<file path="src/rtl/bin_to_ascii_digits_if.sv">
// Handshake and data bundle between the timer register block and the digit converter.
interface bin_to_ascii_digits_if #(
    parameter int BIN_WIDTH = 20,
    parameter int DIGITS    = 6
);
    logic                   start;
    logic [BIN_WIDTH-1:0]   bin_in;
    logic                   busy;
    logic                   done;
    logic [8*DIGITS-1:0]    chars;
    logic                   overflow;

    modport master (
        output start, bin_in,
        input  busy, done, chars, overflow
    );

    modport slave (
        input  start, bin_in,
        output busy, done, chars, overflow
    );
endinterface

</file>
<file path="src/rtl/bin_to_ascii_digits.sv">
// Binary to row of ASCII decimal digits via serial double-dabble, one bit per clock.
// Latency: start edge -> done 2+BIN_WIDTH cycles later; a start during busy or the done cycle is dropped.
module bin_to_ascii_digits #(
    parameter int BIN_WIDTH = 20,
    parameter int DIGITS    = 6,
    parameter bit LZ_BLANK  = 1'b1
) (
    input  logic                   clk,
    input  logic                   reset,
    bin_to_ascii_digits_if.slave   bus
);

    localparam int CW = $clog2(BIN_WIDTH + 1);
    localparam int BW = 4 * DIGITS;

    function automatic logic [63:0] f_pow10(input int n);
        logic [63:0] p;
        p = 64'd1;
        for (int i = 0; i < n; i++) begin
            p = p * 64'd10;
        end
        return p;
    endfunction

    function automatic logic [8*DIGITS-1:0] f_idle_chars();
        logic [8*DIGITS-1:0] c;
        c = '0;
        for (int k = 0; k < DIGITS; k++) begin
            c[8*k +: 8] = (k == 0 || !LZ_BLANK) ? 8'h30 : 8'h20;
        end
        return c;
    endfunction

    localparam logic [63:0]   LP_LIMIT    = f_pow10(DIGITS);
    localparam logic [CW-1:0] LP_CNT_LAST = CW'(BIN_WIDTH - 1);

    typedef enum logic [1:0] {
        ST_IDLE   = 2'd0,
        ST_SHIFT  = 2'd1,
        ST_FINISH = 2'd2
    } state_t;

    state_t                 r_state;
    state_t                 w_state_nxt;
    logic [BIN_WIDTH-1:0]   r_bin;
    logic [BW-1:0]          r_bcd;
    logic [CW-1:0]          r_cnt;
    logic                   r_ovf_pend;
    logic [8*DIGITS-1:0]    r_chars;
    logic                   r_ovf;
    logic                   r_done;

    logic                   w_accept;
    logic [63:0]            w_bin_ext;
    logic [BW-1:0]          w_bcd_adj;
    logic [8*DIGITS-1:0]    w_chars;
    logic                   w_lead;
    logic [3:0]             w_nib;

    // The done cycle itself also refuses a start, so back-to-back requests land one cycle after done.
    assign w_accept  = (r_state == ST_IDLE) && bus.start && !r_done;
    assign w_bin_ext = 64'(bus.bin_in);

    always_ff @(posedge clk) begin
        if (reset) begin
            r_state <= ST_IDLE;
        end else begin
            r_state <= w_state_nxt;
        end
    end

    always_comb begin
        w_state_nxt = r_state;
        unique case (r_state)
            ST_IDLE:   if (w_accept) w_state_nxt = ST_SHIFT;
            ST_SHIFT:  if (r_cnt == LP_CNT_LAST) w_state_nxt = ST_FINISH;
            ST_FINISH: w_state_nxt = ST_IDLE;
            default:   w_state_nxt = ST_IDLE;
        endcase
    end

    always_comb begin
        w_bcd_adj = r_bcd;
        for (int k = 0; k < DIGITS; k++) begin
            if (r_bcd[4*k +: 4] >= 4'd5) begin
                w_bcd_adj[4*k +: 4] = r_bcd[4*k +: 4] + 4'd3;
            end
        end
    end

    // Walk from the most significant digit; w_lead stays set until the first nonzero digit.
    always_comb begin
        w_chars = '0;
        w_lead  = 1'b1;
        w_nib   = 4'd0;
        for (int k = DIGITS - 1; k >= 0; k--) begin
            w_nib = r_bcd[4*k +: 4];
            if (r_ovf_pend) begin
                w_chars[8*k +: 8] = 8'h2D;
            end else if (LZ_BLANK && w_lead && (k != 0) && (w_nib == 4'd0)) begin
                w_chars[8*k +: 8] = 8'h20;
            end else begin
                w_chars[8*k +: 8] = 8'h30 + {4'd0, w_nib};
                w_lead            = 1'b0;
            end
        end
    end

    always_ff @(posedge clk) begin
        if (reset) begin
            r_bin      <= '0;
            r_bcd      <= '0;
            r_cnt      <= '0;
            r_ovf_pend <= 1'b0;
            r_chars    <= f_idle_chars();
            r_ovf      <= 1'b0;
            r_done     <= 1'b0;
        end else begin
            r_done <= 1'b0;
            unique case (r_state)
                ST_IDLE: begin
                    if (w_accept) begin
                        r_bin      <= bus.bin_in;
                        r_bcd      <= '0;
                        r_cnt      <= '0;
                        r_ovf_pend <= (w_bin_ext >= LP_LIMIT);
                    end
                end
                ST_SHIFT: begin
                    r_bcd <= {w_bcd_adj[BW-2:0], r_bin[BIN_WIDTH-1]};
                    r_bin <= r_bin << 1;
                    r_cnt <= r_cnt + CW'(1);
                end
                ST_FINISH: begin
                    r_chars <= w_chars;
                    r_ovf   <= r_ovf_pend;
                    r_done  <= 1'b1;
                end
                default: begin
                end
            endcase
        end
    end

    assign bus.busy     = (r_state != ST_IDLE);
    assign bus.done     = r_done;
    assign bus.chars    = r_chars;
    assign bus.overflow = r_ovf;

endmodule

</file>
<file path="src/flat_wrapper.sv">
// flat-port wrapper written by rule: the top's interface ports become plain ports
module bin_to_ascii_digits_flat 
#(
    parameter int BIN_WIDTH = 20,
    parameter int DIGITS    = 6,
    parameter bit LZ_BLANK  = 1'b1
)
  (clk, reset, bus_start, bus_bin_in, bus_busy, bus_done, bus_chars, bus_overflow);
  bin_to_ascii_digits_if #(.BIN_WIDTH(BIN_WIDTH), .DIGITS(DIGITS)) bus_i ();
  input  logic clk;
  input  logic reset;
  input wire logic [$bits(bus_i.start)-1:0] bus_start;
  input wire logic [$bits(bus_i.bin_in)-1:0] bus_bin_in;
  output wire logic [$bits(bus_i.busy)-1:0] bus_busy;
  output wire logic [$bits(bus_i.done)-1:0] bus_done;
  output wire logic [$bits(bus_i.chars)-1:0] bus_chars;
  output wire logic [$bits(bus_i.overflow)-1:0] bus_overflow;
  assign bus_i.start = bus_start;
  assign bus_i.bin_in = bus_bin_in;
  assign bus_busy = bus_i.busy;
  assign bus_done = bus_i.done;
  assign bus_chars = bus_i.chars;
  assign bus_overflow = bus_i.overflow;
  bin_to_ascii_digits #(.BIN_WIDTH(BIN_WIDTH), .DIGITS(DIGITS), .LZ_BLANK(LZ_BLANK)) u_core (.clk(clk), .reset(reset), .bus(bus_i));
endmodule
</file>
<file path="config.mk">
export PLATFORM = sky130hd
export DESIGN_NAME = bin_to_ascii_digits_flat
export DESIGN_NICKNAME = d
export VERILOG_FILES = /design/src/rtl/bin_to_ascii_digits_if.sv /design/src/rtl/bin_to_ascii_digits.sv /design/src/flat_wrapper.sv
export SDC_FILE = /design/constraint.sdc
export NUM_CORES = 1
export LEC_CHECK = 0
export BUFFER_PORTS_ARGS = -buffer_cell sky130_fd_sc_hd__buf_2
export CAP_MARGIN = 20
export CORE_UTILIZATION = 25
export CTS_CLUSTER_DIAMETER = 120
export CTS_CLUSTER_SIZE = 16
export DETAILED_ROUTE_END_ITERATION = 10
export SLEW_MARGIN = 40
export SYNTH_ARGS = -nofsm -noshare
export SYNTH_HDL_FRONTEND = slang
export SYNTH_SLANG_ARGS = --single-unit
</file>
<file path="constraint.sdc">
create_clock -name clk -period 3.25 [get_ports clk]
set_clock_uncertainty 0.2 [all_clocks]
set_input_delay 0 -clock clk [delete_from_list [all_inputs] [get_ports clk]]
set_output_delay 0 -clock clk [all_outputs]
set_load 0.02 [all_outputs]
</file>
==> results by stage <==
Final layout:
- The library cells used most frequently in the layout, excluding fill and tap cells, are sky130_fd_sc_hd__dfxtp_1, sky130_fd_sc_hd__buf_2, sky130_fd_sc_hd__a21oi_1, sky130_fd_sc_hd__nand2_1, sky130_fd_sc_hd__nor2_1.
- The finished cells cover around 4800 um^2.
- Of the cells placed in the final design, the portion with a size suffix greater than 1 is 0.193.
- The number of non-filler instances in the completed layout is 696.
- From synthesis to final layout, the design area changed by 24.7%.
- The number of nets in the layout is approximately 540.
- The library cell used most frequently in the layout, excluding fill and tap cells, is sky130_fd_sc_hd__dfxtp_1.
- The number of antenna cells inserted is 0.
- For this run, the share of the core covered by cells in the final layout is 0.318.

Logic synthesis:
- The top flip-flop cell by instance count after synthesis is sky130_fd_sc_hd__dfxtp_1.
- After synthesis, the netlist uses 47 different library cells.
- The netlist area before placement is 3860 um^2.
- After synthesis the netlist holds a flip-flop and latch count of 84.
- The part of the Yosys area used for sequential elements is 0.435.
- Synthesis handed over a netlist of about 430 instances.
- Counting flops with a built-in enable in the synthesized netlist gives 0.
- The number of warnings printed during yosys synthesis is 0.
- The average cell area after synthesis is 8.96 um^2.
- The share of flip-flops with an asynchronous set or reset after synthesis is 0.

Floorplan:
- Measured along the y axis, the die boundary spans 126 um.
- The floorplan die width is 126 um.
- Pin placement for this block handled 74 I/O pins.
- The number of cell rows is 45.
- The core outline area is ~15,000 um^2.
- The die outline area is between 15,000 and 20,000 um^2.
- The initial utilization of the core area, before any placement, comes to 0.255.

CTS:
- The root buffer selected by CTS is sky130_fd_sc_hd__clkbuf_16.
- The total of cells resized after clock tree synthesis is 0.
- TritonCTS built the clock tree.
- Counting every sink on the clock net gives 84.
- Buffers inserted during clock tree synthesis total 9.
- Counting along the longest clock path gives a buffer depth of 2.
- The number of levels the H-tree was split into is 3.
- Clock-pin slew was measured on the worst setup and hold paths at ~0.060 ns.
- The post-CTS setup buffer count is 0.
- The clock reaches the later pin of the worst-skew pair after 0.34 ns.

Placement:
- After detailed placement, the total cell area comes to 4270 um^2.
- The number of cells in the design after placement is between 600 and 700.
- The detailed-placement wirelength estimate is around 6500 um.
- Prior to clock tree synthesis, the placed netlist has a worst setup slack of ~1.0 ns.
- The number of buffers added on ports is 55.
- The placer congestion estimate is about 0.76.

Timing:
- Setup repair after global routing left no endpoint under its margin.
- The timing-limited maximum frequency is approximately 450 MHz.
- At the pin with the least slew margin, the transition time is ~0.74 ns.
- The routed design could run at a clock period as short as roughly 2.2 ns.
- In the finished design, the share of the clock period the worst path needs comes to 0.689.
- The final setup violation count is 0.
- The number of hold violations in the final report is 0.
- After layout, the worst setup slack is approximately 1 ns.
- The setup TNS is 0 ns.
- The headroom to the max-slew limit is 0.507.
- The total count of max-transition violations in the final report is 0.

Global routing:
- The largest net degree at the start of global routing is 58.
- Across every metal layer, demand over resource in global routing totals 0.125.
- The number of antenna violations at the first check in global routing is 0.
- For this run the aggregate overflow at the end of global routing stands at 0.
- The number of global-route vias before repair is between 3,000 and 4,000.
- The wire length of the first global-routing pass is roughly 16,000 um.

Critical path:
- The nature of the critical path endpoint is a flop.
- Along the worst path, the maximum fanout reaches 28.
- The required time of the critical path is between 3 and 4 ns.
- The worst setup path category is flop to flop.
- Data arrives at the worst endpoint at roughly 2.3 ns.
- STA classifies the critical path startpoint as a flop.

Detailed routing:
- The via count of the routed design is between 3,000 and 4,000.
- For this run, the detailed router's first-pass iteration total came to 6.
- In this run the remaining antenna-violating nets after routing total 0.
- The violation count after the first detailed-route iteration is 169.
- Summed over all layers, the routed wires come to approximately 9600 um.
- The number of vias per cell is 4.74.
- The detail-routed net length per standard cell is ~14 um.
- After detailed routing, the number of remaining DRC violations is 0.

Pwr:
- The largest vdd supply drop is around 0.00026 V.
- Power spread over the standard cell area amounts to between 400 and 500 nW/um^2.
- The cell leakage power is about 1.9 nW.

Run:
- The count of max-cap constraint violations is 0.

Run status:
- The run finished with clean final reports.

Min path:
- The path category of the worst min-delay check is input pin to flop.
==> where the power goes <==
| group | switching, W | total (W) | internal, W |
|---|---|---|---|
| combinational | 0.000106 | 0.000171 | 0.0000646 |
| clock | 0.000443 | 0.00113 | 0.000686 |
| sequential | 0.0000122 | 0.00106 | 0.00105 |
| total | 0.000561 | 0.00236 | 0.00180 |
==> path summary, 6_finish.rpt <==
check,to,from,cells past startpoint,slack [ns]
min,u_core.r_state[0]$_SDFFE_PP0P_,bus_start,5,0.13
max,u_core.r_bcd[15]$_SDFFE_PP0P_,u_core.r_state[0]$_SDFFE_PP0P_,5,1.01
max reg2reg,u_core.r_bcd[15]$_SDFFE_PP0P_,u_core.r_state[0]$_SDFFE_PP0P_,5,1.01
min reg2reg,u_core.bus.chars[25]$_SDFFE_PP0P_,u_core.bus.chars[25]$_SDFFE_PP0P_,2,0.25
==> metrics by stage <==
| step | total power [W] | hold WS, ns |
|---|---|---|
| floorplan | 0.00121 | -0.0366 |
| global placement | 0.00123 | 0.0690 |
| detailed placement | 0.00124 | 0.0785 |
| CTS | 0.00239 | 0.114 |
| global route | 0.00246 | 0.156 |
| finish | 0.00236 | 0.131 |
==> worst max-delay path, stage by stage, from the launching register on <==
cell and delay, ns:
sky130_fd_sc_hd__dfxtp_1 0.44, sky130_fd_sc_hd__nor2b_2 0.18, sky130_fd_sc_hd__buf_4 0.30, sky130_fd_sc_hd__or3_1 0.60, sky130_fd_sc_hd__o31ai_1 0.16, sky130_fd_sc_hd__a32o_1 0.24
==> flip-flops by register name (all words and copies together) (netlist names) <==
register             flops
u_core.r_ovf_pend        1
u_core.r_state           2
u_core.r_bin            20
u_core.bus.chars        30
u_core.bus.overflow      1
u_core.r_bcd            24
u_core.r_cnt             5
u_core.bus.done          1
==> cells by family (layout without fill, tap and decap cells) <==
| logic type | Yosys count | count (layout) | synth area share |
|---|---|---|---|
| and+or+nand+nor | 137 | 137 | 0.177 |
| AOI/OAI and AO/OA | 118 | 118 | 0.213 |
| DFF | 84 | 84 | 0.435 |
| buffers and inverters | 58 | 119 | 0.0807 |
| adders and majority gates | 17 | 17 | 0.0551 |
| muxes | 8 | 8 | 0.0207 |
| xor gates and xnor gates | 7 | 7 | 0.0159 |
| other | 2 | 18 | 0.00194 |
==> synth_stat cells, types with 2 or more instances <==
cell type / number / area (um^2)
sky130_fd_sc_hd__dfxtp_1: 84 / 1680
sky130_fd_sc_hd__a22oi_1: 20 / 150
sky130_fd_sc_hd__conb_1: 2 / 7.51
sky130_fd_sc_hd__mux2i_1: 8 / 80.1
sky130_fd_sc_hd__or3_1: 2 / 12.5
sky130_fd_sc_hd__o22ai_1: 3 / 18.8
sky130_fd_sc_hd__o22ai_2: 9 / 113
sky130_fd_sc_hd__nand2_1: 34 / 128
sky130_fd_sc_hd__nand2b_1: 12 / 75.1
sky130_fd_sc_hd__nor3b_1: 4 / 30.0
sky130_fd_sc_hd__clkbuf_1: 15 / 56.3
sky130_fd_sc_hd__nor3_1: 31 / 155
sky130_fd_sc_hd__inv_1: 14 / 52.6
sky130_fd_sc_hd__buf_2: 6 / 30.0
sky130_fd_sc_hd__o311ai_0: 3 / 26.3
sky130_fd_sc_hd__nor2b_1: 2 / 12.5
sky130_fd_sc_hd__or2_2: 2 / 12.5
sky130_fd_sc_hd__o21ai_0: 8 / 40.0
sky130_fd_sc_hd__nand3b_1: 2 / 15.0
sky130_fd_sc_hd__ha_1: 17 / 213
sky130_fd_sc_hd__a22o_1: 7 / 61.3
sky130_fd_sc_hd__nand3_1: 4 / 20.0
sky130_fd_sc_hd__xnor2_1: 6 / 52.6
sky130_fd_sc_hd__nor2_1: 32 / 120
sky130_fd_sc_hd__a21oi_1: 45 / 225
sky130_fd_sc_hd__o211ai_1: 3 / 22.5
sky130_fd_sc_hd__o31ai_1: 7 / 52.6
sky130_fd_sc_hd__buf_4: 21 / 158
sky130_fd_sc_hd__nand4_1: 5 / 31.3
sky130_fd_sc_hd__a32o_1: 6 / 60.1
==> routing by layer <==
layer  wire length, um  global-route usage  part of all wire
met1              4340               0.148              0.45
met2              4600               0.207              0.48
met3               419              0.0401             0.044
met4               233              0.0581             0.024
met5                 0                   0                 0
==> area by class of cell <==
class	count	area (um^2)
timing repair buffer	89	586
tap	188	235
clock buffer	9	225
inverter	14	52.6
fill	1542	10300
sequential	84	1680
multi-input combinational	305	1930
clock inverter	7	106
==> what timing repair did <==
item,in CTS,in global routing
hold buffers,22,0
hold endpoints to repair,23,0
setup endpoints to repair,0,0
No activity file was read; power rests on OpenSTA's default activity.
